**src/rtl/uart_frame_pkg.sv**
```systemverilog
// Shared types, constants and the CRC-8 helper for the framed UART transmitter.
package uart_frame_pkg;

  localparam logic [7:0] DEFAULT_SYNC_BYTE = 8'hA5;

  typedef enum logic [1:0] {
    PH_SYNC,
    PH_LEN,
    PH_DATA,
    PH_CHK
  } phase_e;

  typedef enum logic [1:0] {
    ST_ISSUE,
    ST_GUARD,
    ST_WAIT
  } step_e;

  // CRC-8, polynomial 0x07, MSB first, one byte per call.
  function automatic logic [7:0] crc8_step(input logic [7:0] crc, input logic [7:0] data);
    logic [7:0] c;
    c = crc ^ data;
    for (int i = 0; i < 8; i++) begin
      c = c[7] ? ((c << 1) ^ 8'h07) : (c << 1);
    end
    return c;
  endfunction

endpackage

```
**src/rtl/uart_frame_fifo.sv**
```systemverilog
// Synchronous DEPTH x 8 payload FIFO with first-word-fall-through read data.
module uart_frame_fifo #(
  parameter int unsigned DEPTH = 16,
  localparam int unsigned AW = $clog2(DEPTH)
) (
  input  logic          clk_i,
  input  logic          rst_ni,
  input  logic          push_i,
  input  logic [7:0]    data_i,
  input  logic          pop_i,
  output logic [7:0]    data_o,
  output logic          full_o,
  output logic          empty_o,
  output logic [AW:0]   level_o
);

  localparam logic [AW-1:0] PTR_ONE  = AW'(1);
  localparam logic [AW:0]   CNT_ONE  = (AW+1)'(1);
  localparam logic [AW:0]   CNT_FULL = (AW+1)'(DEPTH);

  logic [7:0]    mem_q [DEPTH];
  logic [AW-1:0] wr_ptr_q;
  logic [AW-1:0] rd_ptr_q;
  logic [AW:0]   count_q;
  logic          do_push;
  logic          do_pop;

  assign full_o  = (count_q == CNT_FULL);
  assign empty_o = (count_q == '0);
  assign do_push = push_i && !full_o;
  assign do_pop  = pop_i && !empty_o;
  assign data_o  = mem_q[rd_ptr_q];
  assign level_o = count_q;

  always_ff @(posedge clk_i or negedge rst_ni) begin
    if (!rst_ni) begin
      wr_ptr_q <= '0;
      rd_ptr_q <= '0;
      count_q  <= '0;
    end else begin
      if (do_push) wr_ptr_q <= wr_ptr_q + PTR_ONE;
      if (do_pop)  rd_ptr_q <= rd_ptr_q + PTR_ONE;
      if (do_push && !do_pop) begin
        count_q <= count_q + CNT_ONE;
      end else if (do_pop && !do_push) begin
        count_q <= count_q - CNT_ONE;
      end
    end
  end

  // Storage is not reset: the pointers alone define what is valid.
  always_ff @(posedge clk_i) begin
    if (do_push) mem_q[wr_ptr_q] <= data_i;
  end

endmodule

```
**src/rtl/uart_frame_tx.sv**
```systemverilog
// Frame transmitter: buffers payload, then sends SYNC, LEN, payload, CHK over a byte UART.
// Define UART_FRAME_CRC8_EN for a CRC-8 check byte; otherwise CHK is the byte sum mod 256.
module uart_frame_tx
  import uart_frame_pkg::*;
#(
  parameter int unsigned DEPTH     = 16,
  parameter logic [7:0]  SYNC_BYTE = DEFAULT_SYNC_BYTE,
  localparam int unsigned AW       = $clog2(DEPTH)
) (
  input  logic          clk_in,
  input  logic          rst_n_in,
  input  logic [7:0]    wr_data_in,
  input  logic          wr_en_in,
  output logic          full_out,
  output logic [AW:0]   level_out,
  input  logic          go_in,
  output logic          busy_out,
  output logic          done_out,
  output logic          err_out,
  output logic [7:0]    tx_data_out,
  output logic          tx_send_out,
  input  logic          tx_ready_in
);

  phase_e      phase_q, phase_d;
  step_e       step_q, step_d;
  logic        busy_q, busy_d;
  logic [7:0]  len_q, len_d;
  logic [7:0]  cnt_q, cnt_d;
  logic [7:0]  chk_q, chk_d;
  logic [7:0]  tx_data_q, tx_data_d;
  logic        tx_send_q, tx_send_d;
  logic        done_q, done_d;
  logic        err_q, err_d;

  logic        fifo_push;
  logic        fifo_pop;
  logic [7:0]  fifo_rd_data;
  logic        fifo_full;
  logic        fifo_empty;
  logic [AW:0] fifo_level;
  logic [7:0]  cur_byte;
  logic [7:0]  chk_next;

  uart_frame_fifo #(
    .DEPTH (DEPTH)
  ) u_fifo (
    .clk_i   (clk_in),
    .rst_ni  (rst_n_in),
    .push_i  (fifo_push),
    .data_i  (wr_data_in),
    .pop_i   (fifo_pop),
    .data_o  (fifo_rd_data),
    .full_o  (fifo_full),
    .empty_o (fifo_empty),
    .level_o (fifo_level)
  );

  always_comb begin
    case (phase_q)
      PH_SYNC: cur_byte = SYNC_BYTE;
      PH_LEN:  cur_byte = len_q;
      PH_DATA: cur_byte = fifo_rd_data;
      default: cur_byte = chk_q;
    endcase
  end

`ifdef UART_FRAME_CRC8_EN
  assign chk_next = crc8_step(chk_q, cur_byte);
`else
  assign chk_next = chk_q + cur_byte;
`endif

  always_ff @(posedge clk_in or negedge rst_n_in) begin
    if (!rst_n_in) begin
      phase_q   <= PH_SYNC;
      step_q    <= ST_ISSUE;
      busy_q    <= 1'b0;
      len_q     <= '0;
      cnt_q     <= '0;
      chk_q     <= '0;
      tx_data_q <= '0;
      tx_send_q <= 1'b0;
      done_q    <= 1'b0;
      err_q     <= 1'b0;
    end else begin
      phase_q   <= phase_d;
      step_q    <= step_d;
      busy_q    <= busy_d;
      len_q     <= len_d;
      cnt_q     <= cnt_d;
      chk_q     <= chk_d;
      tx_data_q <= tx_data_d;
      tx_send_q <= tx_send_d;
      done_q    <= done_d;
      err_q     <= err_d;
    end
  end

  // GUARD exists because tx_ready_in is still high the cycle after a send.
  always_comb begin
    phase_d   = phase_q;
    step_d    = step_q;
    busy_d    = busy_q;
    len_d     = len_q;
    cnt_d     = cnt_q;
    chk_d     = chk_q;
    tx_data_d = tx_data_q;
    tx_send_d = 1'b0;
    done_d    = 1'b0;
    err_d     = wr_en_in && (busy_q || fifo_full);
    fifo_push = wr_en_in && !busy_q && !fifo_full;
    fifo_pop  = 1'b0;

    if (!busy_q) begin
      if (go_in) begin
        busy_d  = 1'b1;
        phase_d = PH_SYNC;
        step_d  = ST_ISSUE;
        chk_d   = '0;
        len_d   = 8'(fifo_level) + 8'(fifo_push);
      end
    end else begin
      unique case (step_q)
        ST_ISSUE: begin
          if (tx_ready_in) begin
            tx_data_d = cur_byte;
            tx_send_d = 1'b1;
            step_d    = ST_GUARD;
            if (phase_q == PH_LEN || phase_q == PH_DATA) chk_d = chk_next;
            if (phase_q == PH_DATA) fifo_pop = !fifo_empty;
          end
        end
        ST_GUARD: step_d = ST_WAIT;
        ST_WAIT: begin
          if (tx_ready_in) begin
            step_d = ST_ISSUE;
            case (phase_q)
              PH_SYNC: phase_d = PH_LEN;
              PH_LEN: begin
                cnt_d   = len_q;
                phase_d = (len_q == '0) ? PH_CHK : PH_DATA;
              end
              PH_DATA: begin
                cnt_d   = cnt_q - 8'd1;
                phase_d = (cnt_q == 8'd1) ? PH_CHK : PH_DATA;
              end
              default: begin
                phase_d = PH_SYNC;
                busy_d  = 1'b0;
                done_d  = 1'b1;
              end
            endcase
          end
        end
        default: step_d = ST_ISSUE;
      endcase
    end
  end

  assign full_out    = fifo_full;
  assign level_out   = fifo_level;
  assign busy_out    = busy_q;
  assign done_out    = done_q;
  assign err_out     = err_q;
  assign tx_data_out = tx_data_q;
  assign tx_send_out = tx_send_q;

endmodule
```
**config.mk**
```make
export PLATFORM = sky130hd
export DESIGN_NAME = uart_frame_tx
export DESIGN_NICKNAME = d
export VERILOG_FILES = /design/src/rtl/uart_frame_pkg.sv /design/src/rtl/uart_frame_fifo.sv /design/src/rtl/uart_frame_tx.sv
export SDC_FILE = /design/constraint.sdc
export NUM_CORES = 1
export LEC_CHECK = 0
export ABC_AREA = 1
export BUFFER_PORTS_ARGS = -buffer_cell sky130_fd_sc_hd__buf_2
export CORE_AREA = 4 4 148 115
export DETAILED_ROUTE_END_ITERATION = 8
export DIE_AREA = 0 0 152 119
export MAX_ROUTING_LAYER = met4
export PLACE_DENSITY_LB_ADDON = 0.1
export SETUP_SLACK_MARGIN = 0.3
export SYNTH_ARGS = -nofsm -noshare
export SYNTH_HDL_FRONTEND = slang
export SYNTH_HIERARCHICAL = 1
export SYNTH_SLANG_ARGS = --single-unit
```
**constraint.sdc**
```tcl
create_clock -name clk_in -period 4.2 [get_ports clk_in]
set_clock_uncertainty 0.15 [all_clocks]
set_input_delay 0.42 -clock clk_in [delete_from_list [all_inputs] [get_ports clk_in]]
set_output_delay 0.42 -clock clk_in [all_outputs]
set_load 0.01 [all_outputs]
```
==> flow_metrics.env, run 1 <==
export IMPL_route_detailed_wl_per_inst_um=16.8
export IMPL_yosysWarningCount=6
export IMPL_dpl_hpwl_mm=13.3
export IMPL_crit_slowest_cell="ha_1"
export IMPL_ant_nets=0
export IMPL_cp_required_ns=4.42
export IMPL_core_um2=15600
export IMPL_drt_iter0_drc=494
export IMPL_final_common_cell="nand2_1"
export IMPL_leakage_nw=4.26
export IMPL_min_period_ns=3.36
export IMPL_relSlewSlack_pct=37.1
export IMPL_gr_total_overflow=0
export IMPL_multi_input_area_um2=2870
export IMPL_drc=0
export IMPL_clk_transition_reported_paths_ns=0.07
export IMPL_htree_levels=4
export IMPL_yosysSeqAreaShare_pct=59.7
export IMPL_rows=40
export IMPL_status="completed"
export IMPL_end_kind="flip-flop"
export IMPL_final_util_pct=60.7
export IMPL_drv_slew=0
export IMPL_grt_util_all_layers_pct=23.3
export IMPL_grt_pass1_wl_mm=31.6
export IMPL_synth_avg_cell_area_um2=9.28
export IMPL_drt_vias_per_instance=5.32
export IMPL_die_h_um=119
export IMPL_yosysTopAreaCell="edfxtp_1"
export IMPL_path_cells="inv_1, ha_1, inv_1, nor3_1, nand2_1, ha_1, inv_1, ha_1, nand2_1, nand3_1, nand2_1, nand2_1, nand2_1, nand2_1, nand2_1"
export IMPL_grt_max_degree=83
export IMPL_synthDistinctLibCells=34
export IMPL_clk_path_buf_depth=2
export IMPL_startpoint_type="flip-flop"
export IMPL_syn_inst=924
export IMPL_n_fill_cell=1367
export IMPL_drive_above_1_share_pct=8.70
export IMPL_layout_nets=991
export IMPL_rsz0062_at_grt="false"
export IMPL_register_area_um2=5120
export IMPL_hold_viol=0
export IMPL_ff2ff_setup_slack_ns=0.84
export IMPL_placed_cells=1142
export IMPL_vias=6256
export IMPL_worstMarginPinSlew_ns=0.943
export IMPL_place_gp_congestion=0.907
export IMPL_root_buffer="clkbuf_16"
export IMPL_synthesis_nets=963
export IMPL_worst_slack_ns=0.840
export IMPL_powerDensity_nw_per_um2=678
export IMPL_cp_slowest_stage_delay_ns=0.51
export IMPL_cp_max_fo=16
export IMPL_hold_class="in -> reg"
export IMPL_dieArea_um2=18100
export IMPL_cts_tree="yes"
export IMPL_initial_core_util_pct=54.9
export IMPL_max_freq_mhz=298
export IMPL_dr_pass1_iters=5
export IMPL_grt_pass1_vias=5764
export IMPL_layout_common_cells="nand2_1 (326), edfxtp_1 (128), inv_1 (104)"
export IMPL_ios=31
export IMPL_totalNegativeSetupSlack_ns=0
export IMPL_worstSkewPairLatency_ns=0.42
export IMPL_post_cts_buffers=0
export IMPL_synth_top_cell_area_share_pct=44.8
export IMPL_antenna_found_initial=0
export IMPL_antennaDiodeCount=0
export IMPL_synth_seq_cells=179
export IMPL_finalWirelength_mm=19.7
export IMPL_area_growth_pct=10.5
export IMPL_pre_cts_ws_ns=0.845
export IMPL_syn_area_um2=8580
export IMPL_drv_cap=0
export IMPL_fin_crit_sh_pct=80.0
export IMPL_setup_viol=0
export IMPL_port_buffers=30
export IMPL_fin_cells=1175
export IMPL_cts_resized=0
export IMPL_cpMostUsedCell="nand2_1"
export IMPL_synth_area_top_cells="edfxtp_1 (45%), dfrtp_1 (15%), nand2_1 (14%)"
export IMPL_ir_drop_uv=346
export IMPL_dieWidth_um=152
export IMPL_worst_setup_path_type="reg -> reg"
export IMPL_numCtsBuffers=17
export IMPL_cp_arrival_ns=3.58
export IMPL_cts_sinks=179
[critical path: cells and delay by family, from the launching register on]
family	cells	cell delay (ns)
flops	1	0.41
buf+inv	3	0.53
fa+ha+maj	3	1.09
simple gates	9	1.11
[power breakdown]
group          leakage [nW]  total [mW]  switching (mW)  internal (mW)
Clock                 0.292        1.60           0.708          0.895
Combinational          2.18        2.49            1.68          0.807
Sequential             1.78        2.33           0.224           2.11
[worst paths after layout]
path / end / depth (start not counted) / start
setup reg to reg: u_fifo/level_o[4] / 15 / phase_q[0]
hold / removal: err_out / 3 / wr_en_in
min in group asynchronous: tx_data_out[5] / 2 / rst_n_in
setup / recovery: u_fifo/level_o[4] / 15 / phase_q[0]
max in group asynchronous: u_fifo/rd_ptr_q[0] / 3 / rst_n_in
hold reg to reg: tx_data_out[5] / 2 / tx_data_out[5]
[per-layer routing]
layer	vias to the layer above	global-route usage [%]	wire [um]	part of all wire [%]
li1	3040	-	-	-
met1	2998	35.5	9840	50
met2	202	32.0	8300	42
met3	16	5.52	1390	7.0
met4	0	4.88	172	0.87
met5	-	-	0	0
[state kept, by name (all words and copies together), names as in the netlist, 2 cells and up]
name             count
tx_data_out          8
u_fifo/wr_ptr_q      4
step_q               2
u_fifo/rd_ptr_q      4
u_fifo/level_o       5
u_fifo/mem_q       128
phase_q              2
cnt_q                8
len_q                6
chk_q                8
[layout make-up]
cell class	instances	area share (%)
Timing Repair Buffer	35	2.14
Clock inverter	15	1.81
Inverter	112	4.44
Tap cell	210	2.77
Sequential cell	179	54.0
Multi-Input combinational cell	607	30.3
Clock buffer	17	4.49
[metrics by stage]
| step | power [mW] | area, um2 | hold WS (ns) |
|---|---|---|---|
| 3_3_place_gp | 4.80 | 8870 | 0.231 |
| 3_5_place_dp | 4.82 | 8870 | 0.232 |
| 6_report | 6.42 | 9480 | 0.0767 |
| 4_1_cts | 6.42 | 9480 | 0.0593 |
| 2_1_floorplan | 4.14 | 8580 | -0.0256 |
| 5_1_grt | 6.91 | 9480 | 0.0685 |
[Yosys cell counts (all sizes together)]
cell type  number
clkinv          1
a31oi           2
ha             24
nor3            8
edfxtp        128
nand3          80
a21oi           5
or2             2
fa              2
dfrtp          51
nor2           92
xnor2           6
o211ai          6
o31ai           2
nand4           9
o22ai           2
buf            23
xor2            5
inv           111
clkbuf          3
o21ai          34
nand2         327
nand3b          1
[cell families (layout without fill, tap and decap cells)]
family                     after synthesis  in the layout  share of synthesized area (%)
and+or+nand+nor                        519            519                           25.2
AOI/OAI and AO/OA                       51             51                           3.27
adders and majority gates               26             26                           3.97
DFF                                    179            179                           59.7
buffers and inverters                  138            179                           6.78
xor gates and xnor gates                11             11                           1.12
[what timing repair did]
action	4_1_cts	5_1_grt
endpoints found under the hold margin	17	0
hold buffers	1	0
endpoints found under the setup margin	0	0
Note: power is estimated with default switching activity, not from simulation.
==> run 2, diff against run 1 <==
==> constraint.sdc (replaced) <==
create_clock -name clk_in -period 2.95 [get_ports clk_in]
set_clock_uncertainty 0.15 [all_clocks]
set_input_delay 0.295 -clock clk_in [delete_from_list [all_inputs] [get_ports clk_in]]
set_output_delay 0.295 -clock clk_in [all_outputs]
set_load 0.01 [all_outputs]
==> run 2 against run 1 <==
Against the previous run:
- final area increased by 11%
- utilization rose by 6.8 points
- clock power is 47% higher
- non-clock buffer count grew 70
- critical path depth grew 4
- register-to-register slack got worse by 0.77 ns
- first-iteration DRC count rose by 54%
- combinational power is 100% higher
- sequential power grew 41%
- sequential cell count did not move
- die area did not move
==> flow_metrics.env, run 2 (synthesis gave the netlist of run 1 again) <==
export IMPL_rr_worst_depth=19
export IMPL_rows=40
export IMPL_rsz0062_at_grt="true"
export IMPL_dpl_hpwl_mm=14.2
export IMPL_antennaDiodeCount=0
export IMPL_drv_cap=0
export IMPL_gr_total_overflow=0
export IMPL_leakage_nw=4.74
export IMPL_powerDensity_nw_per_um2=1020
export IMPL_cp_max_fo=6
export IMPL_min_delay_path_depth=3
export IMPL_status="completed"
export IMPL_hold_viol=0
export IMPL_root_buffer="clkbuf_16"
export IMPL_htree_levels=4
export IMPL_end_kind="flip-flop"
export IMPL_cts_sinks=179
export IMPL_max_freq_mhz=348
export IMPL_min_period_ns=2.88
export IMPL_drive_above_1_share_pct=20.3
export IMPL_setup_viol=0
export IMPL_pwr_share_seq_pct=30.7
export IMPL_fin_crit_sh_pct=97.5
export IMPL_place_gp_congestion=0.884
export IMPL_dieWidth_um=152
export IMPL_hold_class="in -> reg"
export IMPL_drt_vias_per_instance=5.34
export IMPL_area_growth_pct=22.9
export IMPL_startpoint_type="flip-flop"
export IMPL_antenna_found_initial=0
export IMPL_finalWirelength_mm=22.7
export IMPL_clk_transition_reported_paths_ns=0.08
export IMPL_grt_max_degree=36
export IMPL_dr_pass1_iters=5
export IMPL_clkPwrFrac_pct=21.9
export IMPL_drc=0
export IMPL_p_sw_mw=4.26
export IMPL_grt_pass1_vias=6027
export IMPL_cts_tree="yes"
export IMPL_dieArea_um2=18100
export IMPL_register_area_um2=5130
export IMPL_port_buffers=30
export IMPL_cell_internal_pwr_mw=6.46
export IMPL_comb_power_share_pct=47.3
export IMPL_layout_nets=1063
export IMPL_die_h_um=119
export IMPL_cp_required_ns=3.14
export IMPL_vias=6648
export IMPL_worstMarginPinSlew_ns=0.578
export IMPL_relSlewSlack_pct=61.4
export IMPL_hold_slack_ns=0.0971
export IMPL_ir_drop_uv=484
export IMPL_p_total_mw=10.7
export IMPL_n_fill_cell=1204
export IMPL_regMostFlops="u_fifo/mem_q"
export IMPL_ant_nets=0
export IMPL_ios=31
export IMPL_multi_input_area_um2=3140
export IMPL_grt_pass1_wl_mm=33.8
export IMPL_switching_share_pct=39.7
export IMPL_core_um2=15600
export IMPL_worst_setup_path_type="reg -> reg"
export IMPL_clk_path_buf_depth=2
export IMPL_largest_register_ff_count=128
export IMPL_final_common_cell="nand2_1"
export IMPL_route_detailed_wl_per_inst_um=18.2
export IMPL_layout_common_cells="nand2_1 (310), edfxtp_1 (128), inv_1 (97)"
export IMPL_worstSkewPairLatency_ns=0.44
export IMPL_initial_core_util_pct=54.9
export IMPL_numCtsBuffers=17
export IMPL_drv_slew=0
export IMPL_drt_iter0_drc=762
export IMPL_cp_arrival_ns=3.06
export IMPL_grt_util_all_layers_pct=25.0
run 2: layout make-up:
type / instances / share of cell area [%]
clock buffers: 17 / 4.04
inverters: 112 / 4.13
repair buffers: 105 / 9.17
repair inverters: 1 / 0.0593
multi-input cells: 608 / 29.8
clock inverters: 14 / 1.70
well taps: 210 / 2.49
flip-flops and latches: 179 / 48.6
run 2: metal layers:
| layer | track usage (%) | part of all wire [%] |
|---|---|---|
| met3 | 5.67 | 11 |
| met1 | 39.0 | 46 |
| met5 | - | 0 |
| met4 | 6.18 | 1.2 |
| met2 | 33.2 | 42 |
run 2: worst max-delay path, cell delays in order, from the launching register on:
cell	delay [ns]
dfrtp_4	0.52
buf_6	0.16
buf_12	0.13
bufbuf_16	0.27
nor2_2	0.10
nor2_1	0.05
nor2_1	0.11
nand2_1	0.07
nand2_2	0.08
nand2_1	0.05
o211ai_1	0.09
o21ai_1	0.11
inv_1	0.13
ha_4	0.23
nand2_1	0.11
nand2_2	0.07
nand2_2	0.07
nand4_1	0.11
nand3_1	0.11
nand2_1	0.06
run 2: repair_timing:
| action | in CTS | in global routing |
|---|---|---|
| pin swaps | 5 | 30 |
| hold endpoints to repair | 18 | 0 |
| resized for setup | 26 | 60 |
| hold buffers | 3 | 0 |
| endpoints found under the setup margin | 10 | 11 |
| cloned | 3 | 6 |
| setup buffers | 11 | 15 |
run 2: final timing paths:
| kind | end | slack (ns) | start |
|---|---|---|---|
| max | chk_q[6] | 0.07 | u_fifo/rd_ptr_q[0] |
| min reg2reg | tx_data_out[2] | 0.34 | tx_data_out[2] |
| max in group asynchronous | u_fifo/rd_ptr_q[0] | 1.89 | rst_n_in |
| min in group asynchronous | chk_q[5] | 0.18 | rst_n_in |
| min | done_out | 0.1 | tx_ready_in |
| max reg2reg | chk_q[6] | 0.07 | u_fifo/rd_ptr_q[0] |
run 2: power groups by stage:
| stage | Combinational, mW | Clock (mW) | Sequential [mW] |
|---|---|---|---|
| final | 5.07 | 2.35 | 3.29 |
| after global routing | 5.57 | 2.48 | 3.34 |
| after CTS | 4.23 | 2.37 | 3.29 |
| after detailed placement | 3.73 | 0 | 3.31 |
| after global placement | 3.69 | 0 | 3.30 |
| after floorplan | 2.59 | 0 | 3.31 |
run 2: through the flow:
stage                     instance area (um2)  setup WS [ns]  TNS (ns)  std cells  util [%]
after floorplan                          8580          0.379         0        924         -
after global placement                   9170         0.0653         0       1177      58.7
after detailed placement                 9170         0.0130         0       1177      58.7
after CTS                               10100          0.166         0       1225      64.7
after global routing                    10500        -0.0601    -0.123       1246      67.5
final                                   10500         0.0727         0       1246      67.5
